[src/rtl/cpu_pkg.sv]
// Shared CPU definitions: fetch FSM states, opcode field layout and the
// opcode encodings the control unit decodes.
package cpu_pkg;
  typedef enum logic [1:0] {IDLE, REQ, WAIT, DRAIN} fetch_state_e;

  localparam int OPCODE_MSB = 15;
  localparam int OPCODE_LSB = 13;
  localparam int OPCODE_W   = OPCODE_MSB - OPCODE_LSB + 1;

  localparam logic [OPCODE_W-1:0] OP_RTYPE   = 3'b000;
  localparam logic [OPCODE_W-1:0] OP_LOAD    = 3'b100;
  localparam logic [OPCODE_W-1:0] OP_STORE   = 3'b101;
  localparam logic [OPCODE_W-1:0] OP_BRANCH  = 3'b110;
  localparam logic [OPCODE_W-1:0] OP_IMM     = 3'b111;
  localparam logic [OPCODE_W-1:0] OP_IMM_ALT = 3'b001;
endpackage

[src/rtl/if_id_reg.sv]
// IF/ID pipeline register with a one-entry skid that catches a response
// arriving while ID is stalled on a live instruction.
module if_id_reg
  import cpu_pkg::*;
#(
  parameter int IW = 16,
  parameter int AW = 16
) (
  input  logic          clk,
  input  logic          rst_n,
  input  logic          i_load,
  input  logic          i_flush,
  input  logic          i_rsp_vld,
  input  logic [IW-1:0] i_rsp_instr,
  input  logic [AW-1:0] i_rsp_pc,
  output logic [IW-1:0] o_instr,
  output logic [AW-1:0] o_pc,
  output logic          o_valid,
  output logic          o_skid_vld
);
  logic [IW-1:0] r_instr, r_skid_instr;
  logic [AW-1:0] r_pc, r_skid_pc;
  logic          r_valid, r_skid_vld;

  always_ff @(posedge clk or negedge rst_n) begin
    if (!rst_n) begin
      r_instr      <= '0;
      r_pc         <= '0;
      r_valid      <= 1'b0;
      r_skid_instr <= '0;
      r_skid_pc    <= '0;
      r_skid_vld   <= 1'b0;
    end else if (i_flush) begin
      r_valid    <= 1'b0;
      r_skid_vld <= 1'b0;
    end else if (i_load) begin
      if (r_skid_vld) begin
        // Skid is older than any same-cycle response, so it goes first.
        r_instr    <= r_skid_instr;
        r_pc       <= r_skid_pc;
        r_valid    <= 1'b1;
        r_skid_vld <= i_rsp_vld;
        if (i_rsp_vld) begin
          r_skid_instr <= i_rsp_instr;
          r_skid_pc    <= i_rsp_pc;
        end
      end else if (i_rsp_vld) begin
        r_instr <= i_rsp_instr;
        r_pc    <= i_rsp_pc;
        r_valid <= 1'b1;
      end else begin
        r_valid <= 1'b0;
      end
    end else if (i_rsp_vld) begin
      r_skid_instr <= i_rsp_instr;
      r_skid_pc    <= i_rsp_pc;
      r_skid_vld   <= 1'b1;
    end
  end

  assign o_instr    = r_instr;
  assign o_pc       = r_pc;
  assign o_valid    = r_valid;
  assign o_skid_vld = r_skid_vld;
endmodule

[src/rtl/instr_fetch_unit.sv]
// Fetch stage: PC, single-outstanding imem request FSM, branch redirect with
// in-flight discard, feeding the IF/ID register.
module instr_fetch_unit
  import cpu_pkg::*;
#(
  parameter int            IW       = 16,
  parameter int            AW       = 16,
  parameter logic [AW-1:0] RESET_PC = '0
) (
  input  logic                clk,
  input  logic                rst_n,
  output logic                ImemReq,
  output logic [AW-1:0]       ImemAddr,
  input  logic [IW-1:0]       ImemRdata,
  input  logic                ImemValid,
  input  logic                Stall,
  input  logic                BranchTaken,
  input  logic [AW-1:0]       BranchTarget,
  output logic [IW-1:0]       InstrOut,
  output logic [AW-1:0]       PcOut,
  output logic                ValidOut,
  output logic [OPCODE_W-1:0] OpCode
);
  fetch_state_e  r_state, w_nxt_state;
  logic [AW-1:0] r_pc, r_req_pc, w_nxt_pc;
  logic          w_issue, w_rsp_vld, w_load, w_skid_vld;

  assign w_issue   = (r_state == REQ) && !w_skid_vld;
  assign w_rsp_vld = (r_state == WAIT) && ImemValid && !BranchTaken;
  assign w_load    = !ValidOut || !Stall;

  always_comb begin
    w_nxt_state = r_state;
    w_nxt_pc    = r_pc;
    case (r_state)
      IDLE:  w_nxt_state = REQ;
      REQ:   if (w_issue) w_nxt_state = BranchTaken ? DRAIN : WAIT;
      WAIT:  if (ImemValid) w_nxt_state = REQ;
             else if (BranchTaken) w_nxt_state = DRAIN;
      DRAIN: if (ImemValid) w_nxt_state = REQ;
      default: w_nxt_state = IDLE;
    endcase
    if (BranchTaken)  w_nxt_pc = BranchTarget;
    else if (w_issue) w_nxt_pc = r_pc + AW'(1);
  end

  always_ff @(posedge clk or negedge rst_n) begin
    if (!rst_n) begin
      r_state  <= IDLE;
      r_pc     <= RESET_PC;
      r_req_pc <= '0;
    end else begin
      r_state <= w_nxt_state;
      r_pc    <= w_nxt_pc;
      if (w_issue) r_req_pc <= r_pc;
    end
  end

  if_id_reg #(.IW(IW), .AW(AW)) u_if_id (
    .clk         (clk),
    .rst_n       (rst_n),
    .i_load      (w_load),
    .i_flush     (BranchTaken),
    .i_rsp_vld   (w_rsp_vld),
    .i_rsp_instr (ImemRdata),
    .i_rsp_pc    (r_req_pc),
    .o_instr     (InstrOut),
    .o_pc        (PcOut),
    .o_valid     (ValidOut),
    .o_skid_vld  (w_skid_vld)
  );

  assign ImemReq  = w_issue;
  assign ImemAddr = r_pc;
  assign OpCode   = InstrOut[IW-1 -: OPCODE_W];
endmodule

[config.mk]
export PLATFORM = sky130hd
export DESIGN_NAME = instr_fetch_unit
export DESIGN_NICKNAME = d
export VERILOG_FILES = /design/src/rtl/cpu_pkg.sv /design/src/rtl/if_id_reg.sv /design/src/rtl/instr_fetch_unit.sv
export SDC_FILE = /design/constraint.sdc
export NUM_CORES = 1
export LEC_CHECK = 0
export ABC_AREA = 1
export ABC_CLOCK_PERIOD_IN_PS = 1500
export BUFFER_PORTS_ARGS = -buffer_cell sky130_fd_sc_hd__clkbuf_2
export CAP_MARGIN = 25
export CORE_MARGIN = 4
export CORE_UTILIZATION = 30
export CTS_BUF_LIST = sky130_fd_sc_hd__clkbuf_16
export CTS_CLUSTER_DIAMETER = 100
export CTS_CLUSTER_SIZE = 16
export DETAILED_ROUTE_END_ITERATION = 10
export GPL_TIMING_DRIVEN = 0
export HOLD_SLACK_MARGIN = 0.12
export PLACE_DENSITY = 0.48
export SKIP_CTS_REPAIR_TIMING = 1
export SLEW_MARGIN = 5
export SYNTH_ARGS = -nofsm -noshare
export SYNTH_HDL_FRONTEND = slang
export SYNTH_SLANG_ARGS = --single-unit
[constraint.sdc]
create_clock -name clk -period 1.5 [get_ports clk]
set_input_delay 0 -clock clk [delete_from_list [all_inputs] [get_ports clk]]
set_output_delay 0 -clock clk [all_outputs]
set_load 0.005 [all_outputs]
Word level (Yosys, flattened, before mapping)
Index checks and enable logic that the tools add are counted.
{ "op_classes": {"n_bitwise": 1, "n_addsub": 1, "n_mux": 26, "n_reduce_logical": 16, "eq_ne": 7} }
{ "ops": {"columns": ["cell", "count"], "rows": [
  ["$mux 16", 12],
  ["$add 16x1->16 const B", 1],
  ["$mux 1", 9],
  ["$mux 2", 4],
  ["$pmux 2 s4", 1],
  ["$ne 2x2->1 const B", 3],
  ["$reduce_and 3->1", 2],
  ["$reduce_bool 2->1", 3],
  ["$eq 2x2->1 const B", 2],
  ["$logic_not 1->1", 4],
  ["$logic_and 1x1->1", 3],
  ["$ne 3x3->1 const B", 1],
  ["$reduce_bool 3->1", 1],
  ["$eq 2x1->1 const B", 1],
  ["$logic_not 2->1", 1],
  ["$reduce_and 2->1", 1],
  ["$logic_or 1x1->1", 1],
  ["$not 1->1", 1]
]} }
{ "word_totals": {"out_inout_bits": 53, "ff_bits": 100, "wordCells": 60, "in_bits": 37} }

Depth between registers and ports, before layout
{ "logic_depth": {"word_depth": 7, "depth_mapped": 9, "mapped_depth_nobuf": 9} }

Cells and area by module
Synthesis repeated with hierarchy kept, for this count alone.
{ "unflattened": {"hier_cells": 643, "area_unflattened_um2": 4880.9} }
{ "modules_own_cells": {"columns": ["module", "cells_per_inst", "n_inst", "seq_area_each_um2", "area_each_um2"], "rows": [
  ["if_id_reg", 393, 1, 1651.6, 3009.1],
  ["instr_fetch_unit", 250, 1, 850.8, 1871.8]
]} }

Worst setup path after synthesis
OpenSTA, ideal clock, no wires.
{ "synth_timing": {"kind": "reg2reg", "start": "register r_state[0]", "end": "register u_if_id.r_instr[0], in the netlist u_if_id.o_instr[0]", "arrival_time_ns": 1.262, "setup_slack_ns": 0.108, "setup_ns": 0.130, "path_buffers": 1, "stages_incl_launch_ff": 9, "required_time_ns": 1.370, "synth_period_minus_slack_ns": 1.392, "cell_sequence": "dfrtp_1 inv_1 ha_1 nand2_1 nand2_2 nand3_2 inv_4 buf_2 a31oi_1"} }
{ "synth_between": {"elab_chain_len": 5} }
{ "synth_lines": {"columns": ["item", "line_no", "source"], "rows": [
  ["from (decl)", "instr_fetch_unit.sv:24", "fetch_state_e r_state, w_nxt_state;"],
  ["from (signal assigned)", "instr_fetch_unit.sv:53", "r_state <= w_nxt_state;"],
  ["$eq 2x2->1", "instr_fetch_unit.sv:29", "assign w_rsp_vld = (r_state == WAIT) && ImemValid && !BranchTaken;"],
  ["$logic_and 1x1->1 (2 in a row)", "instr_fetch_unit.sv:29", null],
  ["$reduce_bool 2->1 (no source line)", null, null],
  ["$reduce_and 3->1 (no source line)", null, null],
  ["to (signal assigned)", "if_id_reg.sv:39", "r_instr <= r_skid_instr;"],
  ["to (signal assigned)", "if_id_reg.sv:48", "r_instr <= i_rsp_instr;"],
  ["to (decl)", "if_id_reg.sv:21", "logic [IW-1:0] r_instr, r_skid_instr;"]
]} }
No other way between the ends.
A chain may end at the register's enable or synchronous reset.

Worst setup path after layout
{ "layout_timing": {"start": "register r_state[0]", "end": "register u_if_id.r_skid_pc[1]"} }
{ "layout_between": {"elab_chain_len": 6} }
{ "layout_lines": {"columns": ["item", "line_no", "source"], "rows": [
  ["$eq 2x2->1 *", "instr_fetch_unit.sv:29", null],
  ["$logic_and 1x1->1 * (2 in a row)", "instr_fetch_unit.sv:29", null],
  ["$mux 16 *", null, null],
  ["$mux 16", null, null],
  ["$mux 16 *", null, null],
  ["to (signal assigned)", "if_id_reg.sv:45", "r_skid_pc <= i_rsp_pc;"],
  ["to (signal assigned)", "if_id_reg.sv:56", "r_skid_pc <= i_rsp_pc;"],
  ["to (decl)", "if_id_reg.sv:22", "logic [AW-1:0] r_pc, r_skid_pc;"]
]} }
Every way passes the cells marked *; elsewhere a longest branch is shown, timed or not. The select of a mux whose other input is x is not followed.

==> results.json <==
{
  "outcome": "finished, violations left",
  "violations": "negative setup slack",
  "yosysTopAreaCellShare": 0.5315,
  "h-tree-depth": 3,
  "crit_arrival_ns": 1.76,
  "syn_to_final_growth_pct": 35.74,
  "grt_busiest_layer": "met2",
  "routed_wirelength_um": 13430,
  "worstPathMaxFanout": 8,
  "ant_nets": 0,
  "post-route-period-util": 1.015,
  "antennaDiodeCount": 0,
  "synth-main-ff-cell": "dfrtp_1",
  "numPortBuffers": 88,
  "grt_overflow_total": 0,
  "ys_warn_count": 0,
  "crit_type": "register to register",
  "crit_path_start_kind": "register",
  "synth_area_leaders": "dfrtp_1 53%, nand2_1 17%, nand3_1 5.2%",
  "synth_most_common_cell": "nand2_1",
  "dieWidth_um": 133.3,
  "leakage_nw": 3.188,
  "grt_max_degree": 101,
  "core-area_um2": 15310,
  "synth_common_cells": "209 x nand2_1, 100 x dfrtp_1, 50 x nor2_1",
  "crit_required_ns": 1.74,
  "post_synth_instance_area_um2": 4708,
  "ios": 90,
  "gp_congestion": 0.7764,
  "cts_max_path_buffers": 2,
  "fp-row-count": 45,
  "vdd_drop_max_mv": 0.7017,
  "die_h_um": 133.3,
  "ys_seq_area_frac": 0.5315,
  "timing.max_cap.violations": 0,
  "insertion_delay_ns": 0.35,
  "hold_class": "input pin to asynchronous set/reset pin",
  "crit_path_end_kind": "register",
  "dp_cells": 874,
  "timing.critical_path.buf_inv": 2,
  "avgSynthCellArea_um2": 8.188,
  "final_nets": 760,
  "slew_headroom": 0.4357,
  "synth-edff-count": 0,
  "met1_usage": 0.2130,
  "cts_tree": "yes",
  "crit_top_cell": "nand2_4",
  "cts_sinks": 100,
  "avgRoutedWirePerCell_um": 14.37,
  "routed-via-count": 4283,
  "worst_pin_slew_ns": 0.8465,
  "path_cells": "inv_2, ha_4, nand2_4, a21oi_4, nand2_4, clkbuf_16, nand2_2, nand2_1",
  "synth-seq-cells": 100,
  "final.setup.tns_ns": -0.2029,
  "final_layout_size_suffix_gt1_frac": 0.2638,
  "hpwl_um": 9354,
  "ys_types": 29,
  "drv_slew": 0,
  "grt_pass1_vias": 4066,
  "via_per_inst": 4.581,
  "syn-num-nets": 616,
  "fin_ws_ns": -0.02258,
  "clkSlewWorstSetupHoldPaths_ns": 0.07,
  "min_period_ns": 1.523,
  "antenna_found_initial": 0,
  "cts-buffers-inserted": 9,
  "initial_core_util": 0.3074,
  "cp_top_family": "flip-flops",
  "root_buffer": "clkbuf_16",
  "clock_skew_ns": 0.007535,
  "grt.total_usage": 0.1498,
  "fmax_ghz": 0.6568,
  "reg2regPathDepth": 8,
  "max_stage_delay_ns": 0.41,
  "drtIter0Drc": 172,
  "path_depth": 8,
  "setup_viol": 18,
  "n_fill_cell": 1630,
  "dr.pass1.iters": 4,
  "grt_pass1_wl_um": 21420,
  "grt_use_met3": 0.03776,
  "gr-usage-met2": 0.2291,
  "synthArstFlopShare": 1.000,
  "syn_inst": 575,
  "hold_viol_final": 0,
  "yosysTopAreaCell": "dfrtp_1",
  "rsz0062_at_grt": "true",
  "slowest_stage": "dfrtp_1",
  "pre_cts_ws_ns": -0.1557,
  "final_cells": 935,
  "power_density_nw_per_um2": 1579,
  "die-area_um2": 17760,
  "drcViolationCount": 0
}
[cell families (layout without fill, tap and decap cells)]
kind of cell,count (synthesis),in the layout,share of synthesized area
and+or+nand+nor,318,318,0.2766
AOI/OAI and AO/OA,79,79,0.09886
DFF,100,100,0.5315
xor gates and xnor gates,3,3,0.005582
buffers and inverters,71,220,0.07680
adders and majority gates,4,4,0.01063
[worst paths after layout]
path,from,to,slack (ns)
max reg2reg,r_state[0],u_if_id.r_skid_pc[1],-0.02
max in group asynchronous,rst_n,u_if_id.r_skid_instr[0],0.60
min in group clk,BranchTarget[7],ImemAddr[7],0.40
min,rst_n,u_if_id.o_instr[8],0.27
max,r_state[0],u_if_id.r_skid_pc[1],-0.02
min reg2reg,u_if_id.r_skid_instr[4],u_if_id.r_skid_instr[4],0.47
[through the flow]
stage	power (mW)	utilization	area, µm²	hold WS, ns
2_1_floorplan	5.999	-	4708	-0.2956
3_3_place_gp	7.342	0.3534	5413	0.2229
3_5_place_dp	7.434	0.3540	5421	0.1582
4_1_cts	9.958	0.3747	5738	-0.2212
5_1_grt	10.86	0.4173	6391	0.3811
6_report	10.09	0.4173	6391	0.2727
[area by class of cell]
type,count,area (µm²),share of cell area
inverters,38,155.1,0.02428
flip-flops and latches,100,2502,0.3915
clock inverters,7,91.34,0.01429
repair inverters,1,5.005,0.0007831
repair buffers,132,908.4,0.1421
multi-input cells,404,1997,0.3125
well taps,211,264.0,0.04131
plain buffers,33,242.7,0.03798
clock buffers,9,225.2,0.03524
[where the power goes]
| part | leakage, nW | internal (mW) | switching (mW) |
|---|---|---|---|
| combinational | 1.77 | 1.51 | 1.79 |
| sequential | 1.26 | 3.57 | 0.703 |
| clock | 0.161 | 1.46 | 1.07 |
| total | 3.19 | 6.54 | 3.56 |
[layer usage]
metal / up-vias / share of wire
met1: 2015 / 0.49
met4: 0 / 0.0089
met3: 8 / 0.049
met5: - / 0
met2: 116 / 0.46
li1: 2144 / -
[placed cells by master, fill, tap and decap left out, types with 2 or more instances in the layout]
master,count
nand2_1,176
dfrtp_1,100
clkbuf_2,88
nor2_1,50
nand3_1,49
dlygate4sd3_1,36
inv_1,33
a31oi_1,31
o21ai_1,29
nand2_2,29
buf_4,14
clkbuf_16,11
nand2_4,8
buf_2,7
o21ai_0,7
buf_6,6
clkbuf_1,6
inv_2,3
buf_8,3
xor2_1,3
a21oi_1,3
clkinv_2,3
inv_6,2
clkinv_4,2
nand4_1,2
o21bai_1,2
o211ai_1,2
ha_1,2
bufinv_16,2
[flip-flops by register name, summed over array words and instances, names as in the netlist]
signal                flops
ImemAddr                 16
r_req_pc                 16
r_state                   2
u_if_id.o_instr          16
u_if_id.o_pc             16
u_if_id.o_skid_vld        1
u_if_id.o_valid           1
u_if_id.r_skid_instr     16
u_if_id.r_skid_pc        16
No activity file was read; power rests on OpenSTA's default activity.
